### src/rtl/ivl_uvm_parity_pkg.sv
// ivl_uvm_parity_pkg: shared parity helper, stored-word type and count-width rule for the parity FIFO (PARITY_FIFO_ERR_INJECT_EN aware)
package ivl_uvm_parity_pkg;
  localparam int PAR_MAX_W = 64;
  localparam int DEF_WIDTH = 8;
  localparam int DEF_DEPTH = 4;
  localparam int DEF_CNT_W = $clog2(DEF_DEPTH + 1);
  typedef logic [DEF_WIDTH:0] word_t;
  function automatic logic even_par(input logic [PAR_MAX_W-1:0] d);
    return ^d;
  endfunction
  function automatic int cnt_w(input int depth);
    return $clog2(depth + 1);
  endfunction
endpackage

### src/rtl/ivl_uvm_even_parity_gen.sv
// ivl_uvm_even_parity_gen: combinational {even parity, data} word builder
module ivl_uvm_even_parity_gen
  import ivl_uvm_parity_pkg::*;
#(
  parameter int WIDTH = 8
) (
  input  logic [WIDTH-1:0] data,
  output logic [WIDTH:0]   word
);
  assign word = {even_par(PAR_MAX_W'(data)), data};
endmodule

### src/rtl/ivl_uvm_parity_fifo.sv
// ivl_uvm_parity_fifo: parity-appending sync FIFO with read-side check; PARITY_FIFO_ERR_INJECT_EN adds err_inject
module ivl_uvm_parity_fifo
  import ivl_uvm_parity_pkg::*;
#(
  parameter int WIDTH = 8,
  parameter int DEPTH = 4
) (
  input  logic                         clk,
  input  logic                         reset,
  input  logic                         wn,
  input  logic [WIDTH-1:0]             din,
`ifdef PARITY_FIFO_ERR_INJECT_EN
  input  logic                         err_inject,
`endif
  input  logic                         rn,
  output logic [WIDTH:0]               dout,
  output logic                         dout_valid,
  output logic                         full,
  output logic                         empty,
  output logic [$clog2(DEPTH+1)-1:0]   count,
  output logic                         overflow,
  output logic                         underflow,
  output logic                         parity_err
);
  localparam int AW = $clog2(DEPTH);
  localparam int CW = $clog2(DEPTH + 1);
  logic [WIDTH:0]  mem [DEPTH];
  logic [AW-1:0]   wr_ptr, rd_ptr;
  logic [WIDTH:0]  gen_word, wr_word, rd_word;
  logic            wr_ok, rd_ok;
  ivl_uvm_even_parity_gen #(.WIDTH(WIDTH)) u_gen (.data(din), .word(gen_word));
`ifdef PARITY_FIFO_ERR_INJECT_EN
  assign wr_word = {gen_word[WIDTH] ^ err_inject, gen_word[WIDTH-1:0]};
`else
  assign wr_word = gen_word;
`endif
  assign full    = count == CW'(DEPTH);
  assign empty   = count == '0;
  // a read frees a slot in the same cycle, so full still accepts a paired write
  assign wr_ok   = wn && (!full || rn);
  assign rd_ok   = rn && !empty;
  assign rd_word = mem[rd_ptr];
  always_ff @(posedge clk)
    if (wr_ok && !reset) mem[wr_ptr] <= wr_word;
  always_ff @(posedge clk) begin
    if (reset) begin
      wr_ptr     <= '0;
      rd_ptr     <= '0;
      count      <= '0;
      dout       <= '0;
      dout_valid <= 1'b0;
      overflow   <= 1'b0;
      underflow  <= 1'b0;
      parity_err <= 1'b0;
    end else begin
      wr_ptr     <= wr_ptr + AW'(wr_ok);
      rd_ptr     <= rd_ptr + AW'(rd_ok);
      count      <= count + CW'(wr_ok) - CW'(rd_ok);
      dout       <= rd_ok ? rd_word : dout;
      dout_valid <= rd_ok;
      overflow   <= overflow | (wn && !wr_ok);
      underflow  <= underflow | (rn && empty);
      parity_err <= parity_err | (rd_ok && even_par(PAR_MAX_W'(rd_word)));
    end
  end
endmodule

### config.mk
export PLATFORM = sky130hd
export DESIGN_NAME = ivl_uvm_parity_fifo
export DESIGN_NICKNAME = d
export VERILOG_FILES = /design/src/rtl/ivl_uvm_parity_pkg.sv /design/src/rtl/ivl_uvm_even_parity_gen.sv /design/src/rtl/ivl_uvm_parity_fifo.sv
export SDC_FILE = /design/constraint.sdc
export NUM_CORES = 1
export LEC_CHECK = 0
export CAP_MARGIN = 5
export CORE_MARGIN = 1.5
export CORE_UTILIZATION = 35
export CTS_CLUSTER_SIZE = 24
export DETAILED_ROUTE_END_ITERATION = 10
export HOLD_SLACK_MARGIN = 0.15
export SYNTH_ARGS = -nofsm -noshare
export SYNTH_HDL_FRONTEND = slang
export SYNTH_SLANG_ARGS = --single-unit
### constraint.sdc
create_clock -name clk -period 3.2 [get_ports clk]
set_input_delay 0.32 -clock clk [delete_from_list [all_inputs] [get_ports clk]]
set_output_delay 0.32 -clock clk [all_outputs]
set_load 0.02 [all_outputs]
==> impl_summary.md <==
Logic synthesis
Each instance of the synthesized netlist takes up on average 14.86 µm². The number of library cell types mapped by synthesis is 27. The top flip-flop cell by instance count after synthesis is sky130_fd_sc_hd__edfxtp_1.

The number of storage elements in the synthesis netlist is 56. After synthesis, flip-flops and latches occupy 66.03% of the total area. The Yosys step of the flow raised 0 warnings. The total nets after synthesis is 166. In this run, synthesis inferred 36 flip-flops with an integrated enable. The post-synthesis async set-or-reset flop share is 0%. The netlist area before placement is 2243 µm². The synthesized instance count is 151.

Global route
In the global route stage, overall resource usage came out at 11.22%. The via count of the first global-routing pass was 1,304. The number of antenna violations at the first check in global routing is 0.

The most used routing layer is met2. Global routing used 19.36% of the available met2 tracks. For met3 alone, demand over resource in global routing was 3.280%. Entering global routing, the biggest net connects 24 pins. After global routing the overflow that remains totals 0. The wire length of the first global-routing pass is 6196 µm. The routing usage on met1 is 14.27%.

Worst setup path
The critical path endpoint category is a flip-flop. The critical path required time is 3.40 ns. The largest driver fanout on the critical path is 12. The slowest stage cell on the critical path is sky130_fd_sc_hd__nand2b_1. The critical path in this run is classified as flip-flop to flip-flop. The critical path goes through nor3_1 > nand2b_1 > inv_1 > o21bai_1 > ha_1 > inv_1 > fa_1 > xor2_1 > xnor2_1 > nor2_1. The element type at the critical path start is a flip-flop. The dominant cell type by count on the critical path is sky130_fd_sc_hd__inv_1. For the worst setup path, the data arrival time is 2.81 ns. The critical path's largest stage delay is 0.43 ns.

Die
The area enclosed by the die boundary is 6899 µm². The die extent in y is 83.06 µm. The floorplan has 28 rows. Once the floorplan was initialized, standard cells occupied 37.01% of the core.

The core region is 6061 µm². For this design the top-level I/O count stands at 30. The floorplan die width is 83.06 µm.

Timing
On the final layout, the worst clock skew is 0.008964 ns. The transition time of the tightest slew-check pin is 0.5682 ns. The count of final max-slew check failures is 0. After routing, the total negative slack on setup checks comes to 0 ns.

The number of setup violations in the final report is 0. The worst-case headroom to the max-slew limit is 62.07%. The final cycle utilization of the critical path is 81.47%.

The upper clock frequency limit is 383.6 MHz. Setup repair after global routing left no endpoint under its margin. For the finished layout, the period the worst path requires is 2.607 ns. The final hold violation count is 0.

Detailed routing
The routed layout has 1,258 vias. The detailed router finished its first iteration with 45 violations. Dividing the detail-routed wire length by the instance count gives 13.88 µm. In the routed layout, each cell is associated on average with a via count of 4.838. For this block, the routed nets add up to 3608 µm of wire. The antenna violation net count after detailed routing is 0. The count of TritonRoute iterations in the first routing pass is 4. The number of DRC violations after detailed routing is 0.

Clock tree
Clock latency on the worst-skew pair, taken at its later pin, is 0.30 ns. The number of H-tree branching levels is 2. In this run, post-CTS hold repair placed 0 buffers. The longest clock path from root to sink contains 2 buffers. Clock-pin slew was measured on the worst setup and hold paths at 0.10 ns. The clock tree from TritonCTS is yes. The number of clock buffers added by TritonCTS is 5.

The tree is rooted in a sky130_fd_sc_hd__clkbuf_8. Gates resized during post-CTS repair numbered 0. The post-CTS setup buffer count is 0. The clock sink count is 56.

Power and ir drop
The worst vdd rail ir drop is 0.5173 mV. In this run the power density over the cells is 797.3 nW/µm². The analysis attributes to cell leakage a power of 0.9315 nW.

Place
The final estimated routing congestion in global placement is 0.7360. Detailed placement ended at an HPWL of 2583 µm. Input and output buffers added on the ports amount to 29.

The number of placed instances with taps included is 252.

Layout
In the layout the commonest cells are sky130_fd_sc_hd__edfxtp_1, sky130_fd_sc_hd__clkdlybuf4s50_1, sky130_fd_sc_hd__dfxtp_1, sky130_fd_sc_hd__nand2_1, sky130_fd_sc_hd__xnor2_1. The final layout contains 199 nets. The growth of design area from synthesis to finish is 21.86%. The library cell used most frequently in the layout, excluding fill and tap cells, is sky130_fd_sc_hd__edfxtp_1.

The number of antenna diodes in the final layout is 0. The final instance count without filler cells is 260. The post-route netlist has 7.568% of its cells at a drive strength greater than 1.

Run status
The flow ran to the end, and the final reports show no timing, DRC or antenna violations.

Hold path
The worst hold path belongs to the class flip-flop to flip-flop.

Job
The tool flagged a number of max-cap violations equal to 0.
[cell families after synthesis]
kind of cell             after synthesis  share of synthesized area, %
AO/OA/AOI/OAI                         13                         3.179
XOR/XNOR                              18                         7.975
buffers and inverters                 10                         2.063
multiplexers                           9                         10.21
AND/OR/NAND/NOR                       42                         8.533
flip-flops                            56                         66.03
adder cells (fa/ha/maj)                3                         2.008
[critical path: cells and delay by family (launching register included)]
family	cells	cell delay [ns]
AOI/OAI and AO/OA	1	0.19
and+or+nand+nor	3	0.77
xor gates and xnor gates	2	0.31
DFF	1	0.39
adders and majority gates	2	0.52
buffers and inverters	2	0.32
[registers in the layout (all words and copies together), names as in the netlist]
signal / count
underflow: 1
parity_err: 1
dout_valid: 1
wr_ptr: 2
dout: 9
count: 3
rd_ptr: 2
mem: 36
overflow: 1
[layout make-up]
type | instances | area [µm²]
multi-input combinational | 85 | 715.7
fill | 540 | 3327
timing repair buffer | 32 | 312.8
clock inverter | 3 | 46.29
tap | 75 | 93.84
sequential | 56 | 1481
clock buffer | 5 | 68.82
inverter | 4 | 15.01
[routing by layer]
metal | routed length [µm] | part of all wire [%]
met2 | 1804 | 50
met4 | 0 | 0
met1 | 1646 | 46
met5 | 0 | 0
met3 | 157 | 4.4
[worst paths after layout]
path,cells past startpoint,slack (ns),end,start
hold / removal,2,0.47,dout[2]$_SDFFE_PP0P_,dout[2]$_SDFFE_PP0P_
setup reg to reg,10,0.59,count[2]$_SDFF_PP0_,count[1]$_SDFF_PP0_
hold reg to reg,2,0.47,dout[2]$_SDFFE_PP0P_,dout[2]$_SDFFE_PP0P_
setup / recovery,10,0.59,count[2]$_SDFF_PP0_,count[1]$_SDFF_PP0_
[per-stage QoR]
step	hold slack, ns	cell area [µm²]	utilization (%)	power (W)	setup slack, ns
detailed placement	0.4556	2619	43.21	0.001753	0.5252
finish	0.4674	2734	45.11	0.002180	0.5930
CTS	0.4690	2734	45.11	0.002214	0.5411
global placement	0.4471	2619	43.21	0.001728	0.6502
floorplan	0.3916	2243	-	0.001503	0.5418
global route	0.4930	2734	45.11	0.002313	0.2797
[cell usage after synthesis (4+ instances only)]
cell / number / area share [%]
sky130_fd_sc_hd__edfxtp_1: 36 / 48
sky130_fd_sc_hd__dfxtp_1: 20 / 18
sky130_fd_sc_hd__nand2_1: 19 / 3.2
sky130_fd_sc_hd__xnor2_1: 12 / 4.7
sky130_fd_sc_hd__a21oi_1: 11 / 2.5
sky130_fd_sc_hd__nor2_1: 11 / 1.8
sky130_fd_sc_hd__mux4_1: 7 / 8.2
sky130_fd_sc_hd__clkbuf_1: 4 / 0.67
sky130_fd_sc_hd__inv_1: 4 / 0.67
sky130_fd_sc_hd__xor2_1: 4 / 1.6
[report_power, final]
part / switching, W / internal [W] / total (W)
sequential: 0.0000902 / 0.000871 / 0.000962
combinational: 0.000362 / 0.000401 / 0.000763
clock: 0.000219 / 0.000236 / 0.000455
(Power assumes the default switching activity.)
